<file path="src/rtl/uart_tx_framer.sv">
// uart_tx_framer: UART transmitter, 8N1/8N2 framing with line BREAK.
// Fractional (Bresenham) baud generator keeps the long-term bit rate exact.
// Optional even parity bit: define UART_TX_PARITY_EN (8E1/8E2 frames).
// Ports:
//   CLK_I       system clock, rising edge
//   RST_NI      asynchronous active-low reset
//   TX_START_I  byte valid; accepted when TX_READY_O && !BRK_I
//   DATA_I      byte to send, sampled on the accept cycle
//   TX_READY_O  block can accept a byte or a break
//   BRK_I       break request, level-sensitive, wins over TX_START_I
//   TX_DONE_O   one-cycle pulse at the end of a frame or a break
//   TX_O        registered serial line, idles high
module uart_tx_framer #(
    parameter int CLK_RATE  = 100000000,
    parameter int BAUD_RATE = 115200,
    parameter int STOP_BITS = 1,
    parameter int BRK_BITS  = 11
) (
    input  logic       CLK_I,
    input  logic       RST_NI,
    input  logic       TX_START_I,
    input  logic [7:0] DATA_I,
    output logic       TX_READY_O,
    input  logic       BRK_I,
    output logic       TX_DONE_O,
    output logic       TX_O
);

    localparam int AW = $clog2(CLK_RATE + BAUD_RATE);
`ifdef UART_TX_PARITY_EN
    localparam int BRK_MIN = (BRK_BITS > 12) ? BRK_BITS : 12;
`else
    localparam int BRK_MIN = BRK_BITS;
`endif
    localparam int BW = $clog2(BRK_MIN + 1);

    localparam logic [AW-1:0] BAUD_W   = AW'(BAUD_RATE);
    localparam logic [AW-1:0] CLK_W    = AW'(CLK_RATE);
    localparam logic [BW-1:0] BRK_LAST = BW'(BRK_MIN - 1);
    localparam logic [BW-1:0] BRK_SAT  = BW'(BRK_MIN);
    localparam logic [BW-1:0] BRK_ONE  = BW'(1);
    localparam logic [1:0]    STOP_N   = 2'(STOP_BITS);

    typedef enum logic [2:0] {
        S_IDLE,
        S_START,
        S_DATA,
`ifdef UART_TX_PARITY_EN
        S_PARITY,
`endif
        S_STOP,
        S_BREAK
    } state_t;

    state_t          state_q;
    logic [AW-1:0]   acc_q;
    logic [AW-1:0]   acc_d;
    logic [AW-1:0]   acc_sum;
    logic            tick;
    logic [7:0]      shreg_q;
    logic [2:0]      idx_q;
    logic [1:0]      stop_q;
    logic [BW-1:0]   brk_cnt_q;
    logic            tx_q;
    logic            rdy_q;
    logic            done_q;
`ifdef UART_TX_PARITY_EN
    logic            par_q;
`endif

    // acc + BAUD never exceeds CLK + BAUD - 1, so AW bits hold the sum.
    always_comb begin
        acc_sum = acc_q + BAUD_W;
        tick    = (acc_sum >= CLK_W);
        acc_d   = tick ? (acc_sum - CLK_W) : acc_sum;
    end

    always_ff @(posedge CLK_I or negedge RST_NI) begin
        if (!RST_NI) begin
            state_q   <= S_IDLE;
            acc_q     <= '0;
            shreg_q   <= '0;
            idx_q     <= '0;
            stop_q    <= '0;
            brk_cnt_q <= '0;
            tx_q      <= 1'b1;
            rdy_q     <= 1'b1;
            done_q    <= 1'b0;
`ifdef UART_TX_PARITY_EN
            par_q     <= 1'b0;
`endif
        end else begin
            done_q <= 1'b0;
            if (state_q != S_IDLE) begin
                acc_q <= acc_d;
            end
            unique case (state_q)
                S_IDLE: begin
                    // Break has priority over a byte offered in the same cycle.
                    if (BRK_I) begin
                        state_q   <= S_BREAK;
                        tx_q      <= 1'b0;
                        rdy_q     <= 1'b0;
                        acc_q     <= '0;
                        brk_cnt_q <= '0;
                    end else if (TX_START_I && rdy_q) begin
                        state_q <= S_START;
                        tx_q    <= 1'b0;
                        rdy_q   <= 1'b0;
                        acc_q   <= '0;
                        shreg_q <= DATA_I;
`ifdef UART_TX_PARITY_EN
                        par_q   <= ^DATA_I;
`endif
                    end
                end
                S_START: begin
                    if (tick) begin
                        state_q <= S_DATA;
                        idx_q   <= '0;
                        tx_q    <= shreg_q[0];
                    end
                end
                S_DATA: begin
                    if (tick) begin
                        shreg_q <= shreg_q >> 1;
                        idx_q   <= idx_q + 3'd1;
                        if (idx_q == 3'd7) begin
`ifdef UART_TX_PARITY_EN
                            state_q <= S_PARITY;
                            tx_q    <= par_q;
`else
                            state_q <= S_STOP;
                            tx_q    <= 1'b1;
                            stop_q  <= STOP_N;
`endif
                        end else begin
                            tx_q <= shreg_q[1];
                        end
                    end
                end
`ifdef UART_TX_PARITY_EN
                S_PARITY: begin
                    if (tick) begin
                        state_q <= S_STOP;
                        tx_q    <= 1'b1;
                        stop_q  <= STOP_N;
                    end
                end
`endif
                S_STOP: begin
                    if (tick) begin
                        if (stop_q == 2'd1) begin
                            state_q <= S_IDLE;
                            rdy_q   <= 1'b1;
                            done_q  <= 1'b1;
                        end else begin
                            stop_q <= stop_q - 2'd1;
                        end
                    end
                end
                S_BREAK: begin
                    // brk_cnt_q holds completed low periods, saturating at the minimum.
                    if (tick) begin
                        if (brk_cnt_q != BRK_SAT) begin
                            brk_cnt_q <= brk_cnt_q + BRK_ONE;
                        end
                        if (!BRK_I && (brk_cnt_q >= BRK_LAST)) begin
                            state_q <= S_STOP;
                            tx_q    <= 1'b1;
                            stop_q  <= 2'd1;
                        end
                    end
                end
                default: begin
                    state_q <= S_IDLE;
                    tx_q    <= 1'b1;
                    rdy_q   <= 1'b1;
                end
            endcase
        end
    end

    assign TX_O       = tx_q;
    assign TX_READY_O = rdy_q;
    assign TX_DONE_O  = done_q;

endmodule

</file>
<file path="config.mk">
export PLATFORM = sky130hd
export DESIGN_NAME = uart_tx_framer
export DESIGN_NICKNAME = d
export VERILOG_FILES = /design/src/rtl/uart_tx_framer.sv
export SDC_FILE = /design/constraint.sdc
export NUM_CORES = 1
export LEC_CHECK = 0
export CAP_MARGIN = 20
export CELL_PAD_IN_SITES_DETAIL_PLACEMENT = 0
export CELL_PAD_IN_SITES_GLOBAL_PLACEMENT = 1
export CORE_UTILIZATION = 40
export DETAILED_ROUTE_END_ITERATION = 8
export PLACE_DENSITY_LB_ADDON = 0.05
export SLEW_MARGIN = 10
export SYNTH_ARGS = -nofsm -noshare
export SYNTH_HDL_FRONTEND = slang
export SYNTH_SLANG_ARGS = --single-unit
</file>
<file path="constraint.sdc">
create_clock -name CLK_I -period 4.8 [get_ports CLK_I]
set_clock_uncertainty 0.2 [all_clocks]
set_input_delay 0.72 -clock CLK_I [delete_from_list [all_inputs] [get_ports CLK_I]]
set_output_delay 0.72 -clock CLK_I [all_outputs]
set_load 0.03 [all_outputs]
</file>
==> flow_summary.yaml <==
sta:
  worstMarginPinSlew_ns: 0.994
  hold_violations: 0
  rsz0062_at_grt: "no"
  period_share_pct: 87.5
  period_minus_slack_ns: 4.20
  drv_slew: 0
  setup_viol: 0
  fmax_mhz: 238
  fin_tns_setup_ns: 0
  slew_headroom_pct: 33.7
yosys:
  synth_simple_gate_area_share_pct: 24.3
  synthTopCellsByArea: "dfrtp_1, nand2_1, o21ai_0"
  synth_fa_ha_area_share_pct: 3.16
  synth-xor-area-share_pct: 3.16
  yosysSeqAreaShare_pct: 29.6
  syn_inst: 427
  ys_warn_count: 0
  synth_mux_area_share_pct: 6.42
  synth_fp_nets: 448
  synth-seq-cells: 42
  synth.avg_cell_area_sq_um: 8.35
  synth_ff_type: "dfrtp_1"
  synth_edf_count: 0
  synth-compound-area-share_pct: 27.3
  synth_top_family_by_area: "compound AO/OA/AOI/OAI gates"
  async_flop_share_pct: 100
  synth_top_area_cell: "dfrtp_1"
  netlist.area_leader.share_pct: 28.1
  synth.distinct_cells: 73
  syn-cell-area_sq_um: 3560
clocking:
  clk-insertion-delay-late_ns: 0.31
  tritoncts: "yes"
  htreeDepth: 2
  cts_setup_buffers: 0
  clk_pin_slew_ns: 0.09
  clockBufferDepth: 2
  postCtsHoldBufs: 0
  cts_buffers: 5
  clock-sinks: 42
  clock-root-buffer: "clkbuf_8"
  post_cts_resized: 0
finish:
  seqCellArea_sq_um: 1050
  diodes: 0
  fin_area_sq_um: 3880
  drive_gt1_share_pct: 10.1
  nNetsFinal: 445
  area_growth_pct: 8.81
  multi_input_area_sq_um: 2300
  fillers: 865
placement:
  dp_hpwl_microns: 6810
  io_buffer_count: 14
  gp_congestion: 0.892
  placed_cell_area_sq_um: 3720
worst_setup_path:
  start_kind: "flip-flop"
  critPathMaxFanout: 19
  worstSetupPathType: "flip-flop to flip-flop"
  critPathLaunch: "acc_q[9]"
  crit_end: "stop_q[0]"
  end_kind: "flip-flop"
  reg2regPathDepth: 9
  r2r-start: "acc_q[9]"
  reg2reg_to: "stop_q[0]"
  regToRegSetupSlack_ns: 0.60
  crit_arrival_ns: 4.20
  cp_data_required_time_ns: 4.80
grt:
  grt_overflow: 0
  track_usage_pct: 22.8
  grt_pass1_vias: 3123
  antenna_found_initial: 0
  grt_pass1_wl_microns: 16200
  grt_max_degree: 43
die:
  die_area_sq_um: 9290
  rows: 34
  ios: 15
  core_area_sq_um: 8680
  start_util_pct: 41.1
  die_width_microns: 96.4
  chipHeight_microns: 96.4
power:
  leakage_nw: 1.56
  peakVddDrop_v: 0.000124
  p_per_area_nw_per_um2: 189
route:
  wl_microns: 9870
  drcViolationCount: 0
  via_per_inst: 6.14
  dr.first_iter.drc_count: 124
  routedWlPerCell_microns: 18.5
  first_pass_iters: 5
  route.vias.total: 3275
  ant_nets: 0
worst_hold_path:
  hold_class: "input pin to asynchronous set/reset pin"
run:
  cap_violations: 0
run_status:
  outcome: "finished clean"
==> metal layers <==
layer | routed length, microns | vias up | track usage (%)
met5 | 0 | - | 0
met4 | 117 | 0 | 5.39
met3 | 367 | 14 | 3.05
met2 | 4720 | 59 | 38.7
met1 | 4660 | 1590 | 30.7
li1 | - | 1612 | -
==> cells by family after synthesis <==
logic type	after synthesis
AOI/OAI and AO/OA	133
muxes	21
adders and majority gates	9
DFF	42
xor gates and xnor gates	12
and+or+nand+nor	163
buffers and inverters	47
==> layout by cell type (no fill, tap or decap), types with 4 or more instances in the layout <==
cell type,Yosys,layout
o31ai_1,5,5
a21o_1,4,4
a22o_1,11,11
nor3_2,3,4
nor3_1,16,15
xnor2_1,9,9
clkdlybuf4s50_1,0,13
or3_1,4,4
nor2_1,18,18
nand2_1,50,50
nor2b_1,4,4
nand2b_1,4,4
inv_1,17,17
mux2_2,8,8
a21oi_1,22,22
dfrtp_1,40,40
o41ai_1,9,9
and2_1,6,6
clkbuf_8,0,5
mux2_1,7,7
buf_4,1,5
ha_1,9,9
o21ai_0,24,24
o21ai_1,5,5
o211ai_1,11,11
nand4_1,6,6
nor4_1,5,5
and3_1,9,9
mux2i_1,6,6
nand3_1,20,20
==> critical path, cell delays in order (launching register included) <==
cell     delay, ns
dfrtp_1       0.54
ha_1          0.41
nand4_1       0.28
nand2_1       0.27
o41ai_1       0.49
a32o_1        0.29
o221a_1       0.86
nor2_2        0.20
nand2_1       0.17
mux2_2        0.34
==> per-stage QoR <==
step	hold slack [ns]	util [%]	std cells	power, W	setup slack [ns]
3_5_place_dp	0.280	42.9	524	0.000383	0.643
2_1_floorplan	0.224	-	427	0.000365	1.71
6_report	0.0767	44.7	533	0.000732	0.601
5_1_grt	0.0955	44.7	533	0.000758	0.302
3_3_place_gp	0.264	42.9	524	0.000383	0.781
4_1_cts	0.301	44.5	532	0.000742	0.628
==> synthesized netlist by cell type (all sizes together) (3+ instances only) <==
cell type,instances
a21oi,23
or3,4
a21o,4
nand4b,3
nor4,6
a22o,11
mux2,15
a31oi,3
nand2b,4
o31ai,5
and2,6
inv,17
nor2,20
xnor2,10
clkbuf,16
o21a,3
ha,9
nand3,20
o211ai,11
o221ai,5
nand4,6
nand2,50
o21ai,29
buf,14
a32o,3
o41ai,11
and3,9
mux2i,6
nor3,21
nor2b,4
dfrtp,40
==> how the worst min path moves through the flow <==
stage                           from    endpoint  slack (ns)  cells past startpoint
after floorplan               RST_NI   TX_DONE_O        0.22                      0
after global placement    shreg_q[6]  shreg_q[6]        0.26                      1
after detailed placement  shreg_q[3]  shreg_q[3]        0.28                      1
after CTS                 shreg_q[6]  shreg_q[6]        0.30                      1
after global routing          RST_NI   acc_q[15]         0.1                      1
final                         RST_NI   acc_q[15]        0.08                      1
==> power breakdown <==
part	internal (W)	total [W]	switching [W]	leakage, nW
combinational	0.0000120	0.0000239	0.0000119	0.999
sequential	0.000354	0.000354	0	0.490
clock	0.000209	0.000355	0.000146	0.0683
==> flip-flops by register name, summed over array words and instances (netlist names) <==
name        count
state_q         3
acc_q          19
idx_q           3
brk_cnt_q       4
shreg_q         8
TX_READY_O      1
stop_q          2
TX_DONE_O       1
TX_O            1
==> final cells by class <==
| cell class | instances | share of cell area, % |
|---|---|---|
| Clock buffer | 5 | 1.77 |
| Tap cell | 108 | 3.48 |
| Timing Repair Buffer | 20 | 4.97 |
| Multi-Input combinational cell | 338 | 59.2 |
| Inverter | 17 | 1.65 |
| Clock inverter | 3 | 1.77 |
| Sequential cell | 42 | 27.2 |
No activity file was read; power rests on OpenSTA's default activity.
